## src/rtl/line_scheduler.sv

```systemverilog
// line_scheduler: feeds nonogram lines (rows, then columns) to a line solver one at a time.
// Keeps a remaining-option count per line and round-robins over the lines that are
// still live (count != 0). It finishes with solved once every line is retired, or with
// stuck once a full round of live lines makes no progress.
//
// Ports:
//   clk, rst                      clock, synchronous active-high reset
//   start, num_rows, num_cols,    begin scheduling a parsed board (accepted only when idle)
//   init_opts                     packed initial option counts, line i at [i*OW +: OW]
//   line_valid/line_ready,        issued line handshake
//   line_idx, line_opts
//   res_valid, res_opts,          solver result for the line in flight
//   res_progress
//   busy, solved, stuck           status; solved/stuck stay set until the next accepted start
module line_scheduler #(
    parameter int unsigned MAX_ROWS        = 11,
    parameter int unsigned MAX_COLS        = 11,
    parameter int unsigned MAX_NUM_OPTIONS = 84,
    localparam int unsigned NL = MAX_ROWS + MAX_COLS,
    localparam int unsigned IW = $clog2(NL),
    localparam int unsigned OW = $clog2(MAX_NUM_OPTIONS + 1),
    localparam int unsigned RW = $clog2(MAX_ROWS + 1),
    localparam int unsigned CW = $clog2(MAX_COLS + 1)
) (
    input  logic             clk,
    input  logic             rst,
    input  logic             start,
    input  logic [RW-1:0]    num_rows,
    input  logic [CW-1:0]    num_cols,
    input  logic [NL*OW-1:0] init_opts,
    output logic             line_valid,
    input  logic             line_ready,
    output logic [IW-1:0]    line_idx,
    output logic [OW-1:0]    line_opts,
    input  logic             res_valid,
    input  logic [OW-1:0]    res_opts,
    input  logic             res_progress,
    output logic             busy,
    output logic             solved,
    output logic             stuck
);
    localparam int unsigned LW = $clog2(NL + 1);
    localparam int unsigned TW = ((RW > CW) ? RW : CW) + 1;

    localparam logic [2:0] ST_IDLE  = 3'd0;
    localparam logic [2:0] ST_SCAN  = 3'd1;
    localparam logic [2:0] ST_ISSUE = 3'd2;
    localparam logic [2:0] ST_WAIT  = 3'd3;
    localparam logic [2:0] ST_CHECK = 3'd4;

    logic [2:0]    state_q, state_d;
    logic [OW-1:0] tbl_q [NL];
    logic [OW-1:0] tbl_d [NL];
    logic [IW-1:0] ptr_q, ptr_d;
    logic [LW-1:0] live_q, live_d;
    logic [LW-1:0] streak_q, streak_d;
    logic [TW-1:0] total_q, total_d;
    logic          valid_q, valid_d;
    logic [IW-1:0] idx_q, idx_d;
    logic [OW-1:0] opts_q, opts_d;
    logic          busy_q, busy_d;
    logic          solved_q, solved_d;
    logic          stuck_q, stuck_d;
    logic [LW-1:0] load_live;

    // Round-robin successor; also wraps at the table end so an oversized total cannot
    // walk the pointer off the table.
    function automatic logic [IW-1:0] next_ptr(input logic [IW-1:0] p, input logic [TW-1:0] tot);
        if ((int'(p) + 1 >= int'(tot)) || (int'(p) == int'(NL) - 1)) begin
            return '0;
        end
        return p + IW'(1);
    endfunction

    always_comb begin
        state_d   = state_q;
        tbl_d     = tbl_q;
        ptr_d     = ptr_q;
        live_d    = live_q;
        streak_d  = streak_q;
        total_d   = total_q;
        valid_d   = valid_q;
        idx_d     = idx_q;
        opts_d    = opts_q;
        solved_d  = solved_q;
        stuck_d   = stuck_q;
        load_live = '0;
        case (state_q)
            ST_IDLE: begin
                if (start) begin
                    total_d = TW'(num_rows) + TW'(num_cols);
                    for (int i = 0; i < int'(NL); i++) begin
                        if (i < int'(total_d)) begin
                            tbl_d[i] = init_opts[i*OW +: OW];
                        end else begin
                            tbl_d[i] = '0;
                        end
                        if (tbl_d[i] != '0) begin
                            load_live = load_live + LW'(1);
                        end
                    end
                    live_d   = load_live;
                    ptr_d    = '0;
                    streak_d = '0;
                    solved_d = 1'b0;
                    stuck_d  = 1'b0;
                    state_d  = ST_SCAN;
                end
            end
            ST_SCAN: begin
                if (live_q == '0) begin
                    solved_d = 1'b1;
                    state_d  = ST_IDLE;
                end else if (tbl_q[ptr_q] != '0) begin
                    idx_d   = ptr_q;
                    opts_d  = tbl_q[ptr_q];
                    valid_d = 1'b1;
                    state_d = ST_ISSUE;
                end else begin
                    ptr_d = next_ptr(ptr_q, total_q);
                end
            end
            ST_ISSUE: begin
                if (line_ready) begin
                    valid_d = 1'b0;
                    state_d = ST_WAIT;
                end
            end
            ST_WAIT: begin
                if (res_valid) begin
                    tbl_d[idx_q] = res_opts;
                    if (res_opts == '0 && tbl_q[idx_q] != '0 && live_q != '0) begin
                        live_d = live_q - LW'(1);
                    end
                    if (res_progress) begin
                        streak_d = '0;
                    end else if (streak_q < LW'(NL)) begin
                        streak_d = streak_q + LW'(1);
                    end
                    ptr_d   = next_ptr(idx_q, total_q);
                    state_d = ST_CHECK;
                end
            end
            ST_CHECK: begin
                if (live_q == '0) begin
                    solved_d = 1'b1;
                    state_d  = ST_IDLE;
                end else if (streak_q >= live_q) begin
                    // Every live line has been tried since the last progress.
                    stuck_d = 1'b1;
                    state_d = ST_IDLE;
                end else begin
                    state_d = ST_SCAN;
                end
            end
            default: state_d = ST_IDLE;
        endcase
        busy_d = (state_d != ST_IDLE);
    end

    always_ff @(posedge clk) begin
        if (rst) begin
            state_q  <= ST_IDLE;
            for (int i = 0; i < int'(NL); i++) begin
                tbl_q[i] <= '0;
            end
            ptr_q    <= '0;
            live_q   <= '0;
            streak_q <= '0;
            total_q  <= '0;
            valid_q  <= 1'b0;
            idx_q    <= '0;
            opts_q   <= '0;
            busy_q   <= 1'b0;
            solved_q <= 1'b0;
            stuck_q  <= 1'b0;
        end else begin
            state_q  <= state_d;
            tbl_q    <= tbl_d;
            ptr_q    <= ptr_d;
            live_q   <= live_d;
            streak_q <= streak_d;
            total_q  <= total_d;
            valid_q  <= valid_d;
            idx_q    <= idx_d;
            opts_q   <= opts_d;
            busy_q   <= busy_d;
            solved_q <= solved_d;
            stuck_q  <= stuck_d;
        end
    end

    assign line_valid = valid_q;
    assign line_idx   = idx_q;
    assign line_opts  = opts_q;
    assign busy       = busy_q;
    assign solved     = solved_q;
    assign stuck      = stuck_q;

endmodule

```

## config.mk

```make
export PLATFORM = sky130hd
export DESIGN_NAME = line_scheduler
export DESIGN_NICKNAME = d
export VERILOG_FILES = /design/src/rtl/line_scheduler.sv
export SDC_FILE = /design/constraint.sdc
export NUM_CORES = 1
export LEC_CHECK = 0
export ABC_CLOCK_PERIOD_IN_PS = 15300
export BUFFER_PORTS_ARGS = -buffer_cell sky130_fd_sc_hd__buf_2
export CAP_MARGIN = 20
export CORE_ASPECT_RATIO = 0.9
export CORE_MARGIN = 1
export CORE_UTILIZATION = 59
export CTS_CLUSTER_DIAMETER = 50
export CTS_CLUSTER_SIZE = 14
export DETAILED_ROUTE_END_ITERATION = 16
export GPL_ROUTABILITY_DRIVEN = 0
export GPL_TIMING_DRIVEN = 0
export PLACE_DENSITY = 0.81
export SLEW_MARGIN = 15
export SYNTH_ARGS = -nofsm -noshare
export SYNTH_HDL_FRONTEND = slang
export SYNTH_SLANG_ARGS = --single-unit
```

## constraint.sdc

```tcl
create_clock -name clk -period 15.3 [get_ports clk]
set_input_delay 1.53 -clock clk [delete_from_list [all_inputs] [get_ports clk]]
set_output_delay 1.53 -clock clk [all_outputs]
set_load 0.03 [all_outputs]
```

==> summary.md <==
| Metric | Value |
|---|---|
| Cell area after synthesis | 14100 sq um |
| Seq/Total Area, Yosys | 0.274 |
| Post-synthesis simple-gate area fraction | 0.249 |
| Layout Skew | 0.0137 ns |
| Crit path launch type | input port |
| Remaining Overflow, GRT | 0 |
| Lkg Pwr | 6.37 nW |
| Setup slack after layout | 1.05 ns |
| Critical Path Slowest Stage Cell | or4b_2 |
| Share of layout cells above drive strength 1 | 0.174 |
| Global-route usage over all layers | 0.426 |
| Final Power | 0.00505 W |
| Via-to-Cell Ratio | 6.96 |
| Max Buffers Root-to-Sink | 2 |
| Delay-heaviest family, CP | compound AO/OA/AOI/OAI gates |
| Unique cell type count in the Yosys netlist | 93 |
| Sequential share of power | 0.153 |
| CP bufs+invs | 5 |
| CTS Buf Count | 17 |
| CTS tree | built |
| Avg Synthesized Cell Area | 8.08 sq um |
| Hold Crit Class | flip-flop to flip-flop |
| Vias | 15.8k |
| Yosys reg bits | 193 |
| Final WL | 52700 um |
| YS warnings | 0 |
| Peak supply drop | 0.356 mV |
| Vias in the first global route | 14.4k |
| Asr flop ratio synth | 0 |
| H-tree depth | 4 |
| Post-layout minimum cycle time | 14.25 ns |
| Io pins | 191 |
| Switching pwr | 0.00248 W |
| Kind of critical path | input port to flip-flop |
| Status | completed |
| Most used flip-flop cell after synthesis | dfxtp_1 |
| Post-synth top area cell | dfxtp_1 |
| Share of the synthesized area in the top cell type | 0.274 |
| Synth-to-layout area growth | 14.1% |
| Cell-internal power | 0.00257 W |
| Initial Utilization | 0.603 |
| CP arrival | 14.60 ns |
| Tightest Pin Transition | 1.15 ns |
| Worst path most repeated cell | ha_1 |
| Post-synth EDFFs | 0 |
| Clock power frac | 0.094 |
| Clock Latency Late Sink | 0.45 ns |
| Hold path depth | 2 |
| # hold bufs at CTS | 0 |
| Combinational Power Share | 0.753 |
| Switching Share | 0.492 |
| Die height | 149 um |
| Critical Path Stages | 60 |
| Ranking of synthesized cells by area | dfxtp_1 (27%), a311oi_1 (10%), nor2_1 (7.4%) |
| Drt first pass iters | 13 |
| Clk root buf | clkbuf_16 |
| Pre-CTS setup slack | 0.352 ns |
| Worst r2r path cells | 13 |
| Max stage delay on crit path | 0.62 ns |
| Crit path required time | 15.65 ns |
| Slew HR | 0.223 |
| Crit. End Element | flip-flop |
| Max-cap violations | 0 |
| Post-route DRC | 0 |
| Initial antenna violation count | 1 |
| Core Box Area | 23400 sq um |
| RSZ-0062 raised after global routing | no |
| Row cnt | 53 |
| Fin crit share | 0.931 |
| Port bufs | 189 |
| Placed cells | 2240 |
| Final Setup Violations | 0 |
| Final slew viol count | 0 |
| Antenna-violating nets left | 0 |
| Post-synthesis compound-gate area fraction | 0.215 |
| Largest family of logic cells by synthesized area | simple AND/OR/NAND/NOR gates |
| Post-Synth XOR/XNOR Area | 0.0780 |
| Net count, final | 2185 |
| Avg WL per Cell | 23.2 um |
| Initial drt markers | 2241 |
| Die area | 24600 sq um |
| Proportion of synthesized area in mux cells | 0.0916 |
| Final Hold Vio Count | 0 |
| Synthesized Nets | 1972 |
| Gate count after technology mapping | 1748 |
| Power per cell area | 313 nW/um^2 |
| Clock sinks | 193 |
| Pin count of the biggest net entering global routing | 19 |
| Clk slew on worst S/H paths | 0.08 ns |
| Highest achievable clock rate | 70.2 MHz |
| Non-Filler Instances | 2277 |
| Die Span X | 165 um |
| HPWL Detailed | 39900 um |
| Adder-Cell Fraction of Synth Area | 0.0440 |
| Fillers | 1972 |
| First-pass GRT wire length | 79300 um |
| Crit Path Max Fanout | 8 |
-- metal layers --
layer,wire [um],vias up,share of wire,global-route usage
met5,0,-,0,0.00826
met4,3830,0,0.073,0.256
met3,6970,359,0.13,0.135
met2,22300,1248,0.42,0.638
met1,19600,7262,0.37,0.534
li1,-,6975,-,-
-- synth_stat cells (6+ instances only) --
cell      instances
a211o_1           7
a211oi_1         14
a21o_1           11
a21oi_1          76
a221oi_1          6
a22oi_1          12
a311oi_1        162
a31oi_1           9
and2_1           15
and3_1            9
buf_1             8
buf_6             8
clkbuf_1         89
dfxtp_1         193
ha_1             48
inv_1            45
mux2_2           11
mux2i_1          20
mux4_2           43
nand2_1         239
nand2b_1         11
nand3_1          25
nand4_1          16
nor2_1          277
nor2b_1          11
nor3_1           53
nor4_1           58
o21ai_0          31
o22ai_1          14
or2_2             6
or3_1             6
or4_1            13
xnor2_1          61
xnor3_2           6
xor2_1           26
-- per-stage QoR --
step           area [sq um]  utilization  setup TNS, ns  hold slack (ns)
2_1_floorplan         14100            -              0            0.467
3_3_place_gp          15400        0.660         -0.135            0.457
3_5_place_dp          15400        0.660              0            0.468
4_1_cts               16100        0.686              0            0.480
5_1_grt               16100        0.688              0            0.505
6_report              16100        0.688              0            0.482
-- tightest hold or removal path, stage by stage (launching register included) --
cell      delay [ns]
dfxtp_1         0.32
inv_1           0.05
a221oi_1        0.07
-- state kept, by name, indices dropped and copies added, names as in the netlist --
name	cells
line_valid	1
stuck	1
busy	1
line_opts	7
state_q	3
solved	1
live_q	5
tbl_q	154
total_q	5
ptr_q	5
streak_q	5
line_idx	5
-- cell families after synthesis --
| group | Yosys count |
|---|---|
| xor gates and xnor gates | 103 |
| DFF | 193 |
| muxes | 74 |
| and+or+nand+nor | 769 |
| buffers and inverters | 160 |
| AOI/OAI and AO/OA | 400 |
| adders and majority gates | 49 |
-- power groups by stage --
stage | clock, W | sequential [W] | combinational [W]
floorplan | 0 | 0.000731 | 0.00296
global placement | 0 | 0.000763 | 0.00357
detailed placement | 0 | 0.000770 | 0.00369
CTS | 0.000467 | 0.000760 | 0.00372
global route | 0.000486 | 0.000778 | 0.00412
finish | 0.000472 | 0.000774 | 0.00380
-- worst paths after layout --
path / end / slack (ns) / start
worst max register to register: line_idx[3] / 9.81 / ptr_q[0]
worst min-delay path: line_valid / 0.48 / line_valid
worst min register to register: line_valid / 0.48 / line_valid
worst max-delay path: live_q[4] / 1.05 / num_rows[0]
-- timing repair --
| item | CTS | global route |
|---|---|---|
| endpoints found under the setup margin | 0 | 4 |
| resized for setup | 0 | 3 |
| setup buffers | 0 | 1 |
-- area by class of cell --
| cell class | instances | area, sq um | share of cell area |
|---|---|---|---|
| multi-input combinational | 1395 | 9590 | 0.595 |
| sequential | 193 | 3860 | 0.240 |
| timing repair buffer | 194 | 985 | 0.0611 |
| buffer | 111 | 500 | 0.0311 |
| clock buffer | 19 | 443 | 0.0275 |
| tap | 302 | 378 | 0.0235 |
| inverter | 49 | 184 | 0.0114 |
| clock inverter | 13 | 168 | 0.0104 |
| antenna | 1 | 2.50 | 0.000155 |
-- layout by cell type, fill, tap and decap left out, drive strengths merged, types with 26 or more instances in the layout --
cell type  Yosys  routed
nor3          53      53
nor4          59      59
nand2        239     239
ha            48      48
a311oi       163     163
inv           48      54
xor2          26      26
xnor2         66      66
clkbuf        90     111
nor2         281     281
nand3         26      26
mux4          43      43
dfxtp        193     193
buf           21     213
o21ai         34      34
a21oi         81      81
Note: power is estimated with default switching activity, not from simulation.
